`src/rtl/bcd_conv_sched.sv`:
```
// Shared double-dabble binary-to-BCD engine, one bit per clock, time-shared between two
// requesters through a round-robin arbiter with start/ack/done handshake.
module bcd_conv_sched #(
   parameter int unsigned WIDTH  = 7,
   parameter int unsigned DIGITS = 3
) (
   input  logic                  clk,
   input  logic                  rst,
   input  logic                  req0,
   input  logic [WIDTH-1:0]      bin0,
   input  logic                  req1,
   input  logic [WIDTH-1:0]      bin1,
   output logic                  ack0,
   output logic                  ack1,
   output logic                  busy,
   output logic                  done,
   output logic                  done_id,
   output logic [4*DIGITS-1:0]   bcd_out
);

   localparam int unsigned CntW = (WIDTH > 1) ? $clog2(WIDTH) : 1;
   localparam int unsigned BcdW = 4 * DIGITS;
   localparam logic [CntW-1:0] CntLast = CntW'(WIDTH - 1);

   typedef enum logic [1:0] {StIdle, StShift, StDone} state_e;

   state_e            state_q, state_d;
   logic [CntW-1:0]   cnt_q, cnt_d;
   logic [WIDTH-1:0]  opnd_q, opnd_d;
   logic [BcdW-1:0]   scr_q, scr_d, scr_adj;
   logic [BcdW-1:0]   bcd_q, bcd_d;
   logic              last_q, last_d;
   logic              id_q, id_d;
   logic              ack0_q, ack0_d, ack1_q, ack1_d;
   logic              busy_q, busy_d, done_q, done_d;
   logic              done_id_q, done_id_d;
   logic              grant_v, grant_id;

   assign ack0    = ack0_q;
   assign ack1    = ack1_q;
   assign busy    = busy_q;
   assign done    = done_q;
   assign done_id = done_id_q;
   assign bcd_out = bcd_q;

   // Round-robin: on a tie the requester that did not win last time gets the grant.
   always_comb begin
      grant_v  = req0 | req1;
      grant_id = (req0 && req1) ? ~last_q : req1;
   end

   // Add-3 correction on every digit, no carry between digits.
   always_comb begin
      scr_adj = '0;
      for (int d = 0; d < int'(DIGITS); d++) begin
         if (scr_q[4*d +: 4] >= 4'd5) begin
            scr_adj[4*d +: 4] = scr_q[4*d +: 4] + 4'd3;
         end else begin
            scr_adj[4*d +: 4] = scr_q[4*d +: 4];
         end
      end
   end

   always_ff @(posedge clk) begin
      if (rst) begin
         state_q   <= StIdle;
         cnt_q     <= '0;
         opnd_q    <= '0;
         scr_q     <= '0;
         bcd_q     <= '0;
         last_q    <= 1'b1;
         id_q      <= 1'b0;
         ack0_q    <= 1'b0;
         ack1_q    <= 1'b0;
         busy_q    <= 1'b0;
         done_q    <= 1'b0;
         done_id_q <= 1'b0;
      end else begin
         state_q   <= state_d;
         cnt_q     <= cnt_d;
         opnd_q    <= opnd_d;
         scr_q     <= scr_d;
         bcd_q     <= bcd_d;
         last_q    <= last_d;
         id_q      <= id_d;
         ack0_q    <= ack0_d;
         ack1_q    <= ack1_d;
         busy_q    <= busy_d;
         done_q    <= done_d;
         done_id_q <= done_id_d;
      end
   end

   always_comb begin
      state_d = state_q;
      unique case (state_q)
         StIdle:  if (grant_v) state_d = StShift;
         StShift: if (cnt_q == CntLast) state_d = StDone;
         StDone:  state_d = StIdle;
         default: state_d = StIdle;
      endcase
   end

   always_comb begin
      cnt_d     = cnt_q;
      opnd_d    = opnd_q;
      scr_d     = scr_q;
      bcd_d     = bcd_q;
      last_d    = last_q;
      id_d      = id_q;
      done_id_d = done_id_q;
      ack0_d    = 1'b0;
      ack1_d    = 1'b0;
      done_d    = 1'b0;
      busy_d    = (state_d != StIdle);
      unique case (state_q)
         StIdle: begin
            if (grant_v) begin
               opnd_d = grant_id ? bin1 : bin0;
               scr_d  = '0;
               cnt_d  = '0;
               id_d   = grant_id;
               last_d = grant_id;
               ack0_d = ~grant_id;
               ack1_d = grant_id;
            end
         end
         StShift: begin
            {scr_d, opnd_d} = {scr_adj, opnd_q} << 1;
            cnt_d = cnt_q + 1'b1;
            if (cnt_q == CntLast) begin
               bcd_d     = scr_d;
               done_id_d = id_q;
               done_d    = 1'b1;
            end
         end
         StDone: begin
         end
         default: begin
         end
      endcase
   end

endmodule

```
`config.mk`:
```
export PLATFORM = sky130hd
export DESIGN_NAME = bcd_conv_sched
export DESIGN_NICKNAME = d
export VERILOG_FILES = /design/src/rtl/bcd_conv_sched.sv
export SDC_FILE = /design/constraint.sdc
export NUM_CORES = 1
export LEC_CHECK = 0
export CAP_MARGIN = 20
export CELL_PAD_IN_SITES_DETAIL_PLACEMENT = 1
export CELL_PAD_IN_SITES_GLOBAL_PLACEMENT = 1
export CORE_MARGIN = 8
export CORE_UTILIZATION = 51
export DETAILED_ROUTE_END_ITERATION = 8
export DONT_BUFFER_PORTS = 1
export HOLD_SLACK_MARGIN = 0.1
export PLACE_DENSITY = 0.8
export SLEW_MARGIN = 30
export SYNTH_ARGS = -nofsm -noshare
export SYNTH_HDL_FRONTEND = slang
export SYNTH_SLANG_ARGS = --single-unit
export TNS_END_PERCENT = 50
```
`constraint.sdc`:
```
create_clock -name clk -period 3.75 [get_ports clk]
set_clock_uncertainty 0.05 [all_clocks]
set_input_delay 0.5625 -clock clk [delete_from_list [all_inputs] [get_ports clk]]
set_output_delay 0.5625 -clock clk [all_outputs]
set_load 0.01 [all_outputs]
```
==> flow_metrics.env, run 1 <==
export IMPL_dp_hpwl_um=3456
export IMPL_remaining_drc_errors=0
export IMPL_power_leakage_nw=0.8164
export IMPL_critPathKind="flip-flop to flip-flop"
export IMPL_power_density_nw_per_um2=434.3
export IMPL_hold_buffers=0
export IMPL_cp_required_ns=3.93
export IMPL_coreArea_um2=3689
export IMPL_diodes=0
export IMPL_switching_share_pct=21.81
export IMPL_drv_slew=0
export IMPL_period_needed_ns=1.728
export IMPL_initial_core_util_pct=53.80
export IMPL_clk_pin_slew_ns=0.08
export IMPL_power_frac_clock_pct=40.8
export IMPL_p_sw_w=0.0001978
export IMPL_max_freq_mhz=578.8
export IMPL_synth_most_common_cell="dfxtp_1"
export IMPL_power_internal_w=0.0007092
export IMPL_max_stage_delay_ns=0.41
export IMPL_post_dp_cell_area_um2=1971
export IMPL_post_place_ws_ns=1.915
export IMPL_route_vias_total=1509
export IMPL_critPathLaunchType="flip-flop"
export IMPL_grt_overflow=0
export IMPL_die_x_um=78.38
export IMPL_hold_path_class="input pin to flip-flop"
export IMPL_crit_fanout=10
export IMPL_cp_arrival_ns=1.91
export IMPL_wl_per_cell_um=18.57
export IMPL_irDropWorstVdd_mv=0.2377
export IMPL_avgSynthCellArea_um2=9.495
export IMPL_grt_max_degree=40
export IMPL_netlist_top_cells_area="dfxtp_1 (43%), ha_1 (5.0%), mux2i_1 (4.5%)"
export IMPL_yosysTopAreaCellShare_pct=43.38
export IMPL_tns_ns=0
export IMPL_die_y_um=78.38
export IMPL_layout_drive_gt1_share_pct=7.317
export IMPL_io_pins=35
export IMPL_port_buffers=0
export IMPL_clock_sinks=43
export IMPL_postCtsSetupBuffers=0
export IMPL_worstMarginPinSlew_ns=0.4513
export IMPL_ys_ff_latch=43
export IMPL_seq_power_share_pct=53.1
export IMPL_netlist_area_um2=1984
export IMPL_grt_pass1_wl_um=7872
export IMPL_cp_end_kind="flip-flop"
export IMPL_dieArea_um2=6143
export IMPL_grt_pass1_vias=1682
export IMPL_outcome="complete, no violations"
export IMPL_drtIter0Drc=105
export IMPL_ant_nets=0
export IMPL_wl_um=4698
export IMPL_yosysUniqueCellTypes=41
export IMPL_yosysTopAreaCell="dfxtp_1"
export IMPL_setup_viol=0
export IMPL_fin_crit_sh_pct=46.07
export IMPL_clockBufferDepth=2
export IMPL_cp_cell_sequence="nor3_4 -> or2_1 -> nor2b_4 -> a22o_1"
export IMPL_area_growth_pct=5.233
export IMPL_synth_warnings=0
export IMPL_pwr_share_comb_pct=6.1
export IMPL_h_tree_depth=2
export IMPL_async_flop_share_pct=0
export IMPL_cap_viol_max_count=0
export IMPL_firstDrtPassIters=4
export IMPL_syn_nets=235
export IMPL_antenna_found_initial=0
export IMPL_viasPerCell=5.964
export IMPL_synth_commonest_cells="dfxtp_1 (43), nor2_1 (23), a21oi_1 (12), mux2i_1 (9), nand2_1 (9)"
export IMPL_nNetsFinal=230
export IMPL_finalHoldWorstSlack_ns=0.2767
export IMPL_slew_headroom_pct=69.80
export IMPL_fin_ws_ns=2.022
export IMPL_syn_inst=209
export IMPL_cts_tree="yes"
export IMPL_rows=22
export IMPL_fillers=432
export IMPL_grt_setup_unrepaired="no"
export IMPL_clock_root_buffer="clkbuf_8"
export IMPL_slowest_stage="dfxtp_1"
export IMPL_grtUsageTotal_pct=15.74
export IMPL_synth_main_ff_cell="dfxtp_1"
export IMPL_numCtsBuffers=5
export IMPL_synth_edf_count=0
export IMPL_final_area_um2=2088
export IMPL_finish_utilization_pct=56.61
export IMPL_timing_hold_violations_final=0
export IMPL_clk_latency_ns=0.30
export IMPL_place_congestion=0.8145
export IMPL_ys_seq_area_share_pct=43.38
export IMPL_cts_repair_resized=0
[metrics by stage]
step | std cells | total power, W
after floorplan | 209 | 0.0005441
after global placement | 245 | 0.0005444
after detailed placement | 245 | 0.0005479
after CTS | 253 | 0.0009146
after global routing | 253 | 0.0009411
final | 253 | 0.0009070
[layer usage]
metal | GRT usage [%] | vias to the layer above | wire, um | share of wire, %
met4 | 6.111 | 0 | 99 | 2.1
met5 | 0 | - | 0 | 0
met2 | 27.51 | 32 | 2256 | 48
li1 | - | 739 | - | -
met1 | 16.62 | 727 | 1998 | 43
met3 | 6.150 | 11 | 344 | 7.3
[area by class of cell]
class	count	area, um^2	share of cell area (%)
Clock buffer	6	82.58	3.954
Clock inverter	2	35.03	1.678
Inverter	8	30.03	1.438
Multi-Input combinational cell	145	1012	48.47
Sequential cell	43	860.8	41.22
Tap cell	48	60.06	2.876
Timing Repair Buffer	1	7.507	0.3595
[path summary, 6_finish.rpt]
path	slack, ns	depth (start not counted)	start	to
hold reg to reg	0.44	2	opnd_q[6]$_SDFFE_PP0P_	bcd_out[0]$_SDFFE_PP0P_
setup / recovery	2.02	4	state_q[0]$_SDFF_PP0_	scr_q[2]$_SDFFE_PP0P_
hold / removal	0.28	1	rst	cnt_q[2]$_SDFFE_PP0P_
setup reg to reg	2.02	4	state_q[0]$_SDFF_PP0_	scr_q[2]$_SDFFE_PP0P_
[sequential cells by signal, indices dropped and copies added (netlist names)]
register / flops
ack0: 1
ack1: 1
bcd_out: 12
busy: 1
cnt_q: 3
done: 1
done_id: 1
id_q: 1
last_q: 1
opnd_q: 7
scr_q: 12
state_q: 2
[cells in the final DEF, fill, tap and decap left out, drive strengths merged, types with 2 or more instances in the layout]
cell / Yosys / layout
inv: 8 / 8
a32oi: 2 / 2
ha: 8 / 8
nand2b: 7 / 7
a22oi: 8 / 8
o22ai: 6 / 6
clkbuf: 3 / 6
a211o: 5 / 5
dfxtp: 43 / 43
or4: 2 / 2
nor2: 24 / 24
xnor2: 3 / 3
a21o: 6 / 6
nand2: 9 / 9
a21oi: 12 / 12
o2bb2ai: 3 / 3
nor2b: 3 / 3
o21ai: 3 / 3
a22o: 5 / 5
nor3b: 8 / 8
nand3: 3 / 3
or2: 2 / 2
mux2i: 9 / 9
nor3: 5 / 5
a211oi: 5 / 5
[kinds of logic (layout without fill, tap and decap cells)]
logic type	after synthesis	after routing	synth area share, %
xor gates and xnor gates	3	3	1.324
AOI/OAI and AO/OA	58	58	20.74
DFF	43	43	43.38
and+or+nand+nor	67	67	19.36
adders and majority gates	8	8	5.044
buffers and inverters	21	17	5.611
muxes	9	9	4.540
[power by group through the flow]
stage               Clock (W)  Combinational, W  Sequential [W]
floorplan                   0         0.0000572        0.000487
global placement            0         0.0000529        0.000491
detailed placement          0         0.0000554        0.000492
CTS                  0.000377         0.0000560        0.000482
global route         0.000396         0.0000619        0.000483
finish               0.000370         0.0000556        0.000482
[worst max-delay path: cells and delay by family, from the launching register on]
kind             cells  cell delay (ns)
AND/OR/NAND/NOR      3             1.01
AO/OA/AOI/OAI        1             0.19
flip-flops           1             0.41
No activity file was read; power rests on OpenSTA's default activity.
==> run 2: changes to the inputs <==
--- a/config.mk
+++ b/config.mk
@@ -9,11 +9,11 @@
 export CELL_PAD_IN_SITES_DETAIL_PLACEMENT = 1
 export CELL_PAD_IN_SITES_GLOBAL_PLACEMENT = 1
 export CORE_MARGIN = 8
-export CORE_UTILIZATION = 51
+export CORE_UTILIZATION = 42
 export DETAILED_ROUTE_END_ITERATION = 8
 export DONT_BUFFER_PORTS = 1
 export HOLD_SLACK_MARGIN = 0.1
-export PLACE_DENSITY = 0.8
+export PLACE_DENSITY = 0.7
 export SLEW_MARGIN = 30
 export SYNTH_ARGS = -nofsm -noshare
 export SYNTH_HDL_FRONTEND = slang
==> constraint.sdc (replaced) <==
create_clock -name clk -period 1.4 [get_ports clk]
set_clock_uncertainty 0.05 [all_clocks]
set_input_delay 0.21 -clock clk [delete_from_list [all_inputs] [get_ports clk]]
set_output_delay 0.21 -clock clk [all_outputs]
set_load 0.01 [all_outputs]
==> run 2 against run 1 <==
Largest cell class unchanged. Flip-flop and latch count did not move. Power rose to 2.7 times the previous value. Worst setup slack got worse by 2.1 ns. Critical path depth rose by 2. Routed wire length rose by 39%. The flow now finishes with violations (negative setup slack). Global-route usage rose by 1.7 points.
==> flow_metrics.env, run 2 (synthesis gave the netlist of run 1 again) <==
export IMPL_cap_viol_max_count=0
export IMPL_r2r_end="bcd_out[9]$_SDFFE_PP0P_"
export IMPL_antenna_found_initial=0
export IMPL_fillers=520
export IMPL_final_common_cell="dfxtp_1"
export IMPL_wl_per_cell_um=21.32
export IMPL_cts_tree="yes"
export IMPL_cp_arrival_ns=1.63
export IMPL_critPathLaunchType="flip-flop"
export IMPL_viasPerCell=5.720
export IMPL_h_tree_depth=2
export IMPL_route_vias_total=1756
export IMPL_cp_endpoint="bcd_out[9]$_SDFFE_PP0P_"
export IMPL_place_congestion=0.7581
export IMPL_slew_headroom_pct=78.44
export IMPL_regArea_um2=887.1
export IMPL_area_growth_pct=38.52
export IMPL_clock_sinks=43
export IMPL_initial_core_util_pct=42.86
export IMPL_grt_max_degree=39
export IMPL_timing_hold_violations_final=0
export IMPL_die_y_um=84.74
export IMPL_tns_ns=-0.06055
export IMPL_grt_pass1_wl_um=9984
export IMPL_max_freq_mhz=699.9
export IMPL_worstMarginPinSlew_ns=0.3227
export IMPL_grt_setup_unrepaired="yes"
export IMPL_fin_crit_sh_pct=102.0
export IMPL_numCtsBuffers=5
export IMPL_rows=25
export IMPL_drtIter0Drc=119
export IMPL_dp_hpwl_um=3984
export IMPL_reg2reg_slack_ns=-0.03
export IMPL_setup_viol=3
export IMPL_power_density_nw_per_um2=894.6
export IMPL_wl_um=6544
export IMPL_violations="negative setup slack"
export IMPL_crit_fanout=3
export IMPL_irDropWorstVdd_mv=0.5877
export IMPL_die_x_um=84.74
export IMPL_drv_slew=0
export IMPL_clk_pin_slew_ns=0.09
export IMPL_power_leakage_nw=1.099
export IMPL_io_pins=35
export IMPL_coreArea_um2=4629
export IMPL_clk_latency_ns=0.30
export IMPL_r2r_cells=6
export IMPL_grtUsageTotal_pct=17.43
export IMPL_grt_pass1_vias=1919
export IMPL_critPathKind="flip-flop to flip-flop"
export IMPL_post_dp_cell_area_um2=2187
export IMPL_layout_drive_gt1_share_pct=37.94
export IMPL_nNetsFinal=278
export IMPL_multi_input_area_um2=1221
export IMPL_firstDrtPassIters=6
export IMPL_port_buffers=0
export IMPL_fin_ws_ns=-0.02870
export IMPL_hold_path_class="input pin to flip-flop"
export IMPL_grt_overflow=0
export IMPL_remaining_drc_errors=0
export IMPL_crit_start="scr_q[9]$_SDFFE_PP0P_"
export IMPL_clock_root_buffer="clkbuf_8"
export IMPL_clockBufferDepth=2
export IMPL_ant_nets=0
export IMPL_outcome="complete, but fails checks"
export IMPL_period_needed_ns=1.429
export IMPL_final_cell_mix="dfxtp_1 (32), buf_4 (31), nor2_1 (22), dlygate4sd3_1 (12), a21oi_1 (9)"
export IMPL_rr_startpoint="scr_q[9]$_SDFFE_PP0P_"
export IMPL_cp_required_ns=1.60
export IMPL_cp_end_kind="flip-flop"
export IMPL_diodes=0
export IMPL_dieArea_um2=7180
export IMPL_final_area_um2=2749
-- run 2: timing repair --
item | in CTS | in global routing
hold buffers | 13 | 0
endpoints found under the setup margin | 19 | 27
resized for setup | 39 | 26
buffers inserted | 4 | 5
pin swaps | 14 | 13
cloned | 0 | 1
hold endpoints to repair | 36 | 0
-- run 2: worst min-delay path by stage --
stage | depth (start not counted) | start | end
2_1_floorplan | 2 | bin0[6] | opnd_q[6]$_SDFFE_PP0P_
3_3_place_gp | 1 | rst | state_q[0]$_SDFF_PP0_
3_5_place_dp | 1 | rst | state_q[0]$_SDFF_PP0_
4_1_cts | 2 | req1 | opnd_q[0]$_SDFFE_PP0P_
5_1_grt | 2 | req1 | opnd_q[0]$_SDFFE_PP0P_
6_report | 2 | bin0[1] | opnd_q[1]$_SDFFE_PP0P_
-- run 2: report_power, final --
part	leakage (nW)	internal (W)	switching (W)
sequential	0.356	0.00125	0.0000347
clock	0.0505	0.000449	0.000449
combinational	0.693	0.000132	0.000143
-- run 2: cell type report --
cell class,count,area share [%]
multi-input combinational,146,44.42
tap,54,2.458
inverter,8,1.548
clock buffer,7,3.505
timing repair buffer,48,15.52
sequential,43,32.27
clock inverter,1,0.2731
-- run 2: through the flow --
step | std cells | utilization (%) | hold slack, ns | worst slack (ns) | total power [W]
2_1_floorplan | 209 | - | 0.3302 | -0.01368 | 0.001458
3_3_place_gp | 276 | 47.24 | 0.2300 | -0.02395 | 0.001485
5_1_grt | 307 | 59.38 | 0.1038 | -0.07538 | 0.002552
3_5_place_dp | 276 | 47.24 | 0.2316 | -0.1269 | 0.001501
6_report | 307 | 59.38 | 0.09641 | -0.02870 | 0.002459
4_1_cts | 301 | 56.43 | 0.1023 | -0.03025 | 0.002444
-- run 2: worst max-delay path: stages (launching register included) --
cell	delay, ns
dfxtp_2	0.35
inv_4	0.07
ha_4	0.12
nand2b_4	0.13
a21oi_4	0.06
or4_1	0.52
nand3_1	0.08
-- run 2: layer usage --
metal	global-route usage (%)	share of wire, %	vias to the layer above	routed length, um
li1	-	-	832	-
met1	18.30	41	883	2661
met2	32.14	53	33	3461
met3	5.463	4.8	8	315
met4	5.340	1.6	0	105
met5	0	0	-	0
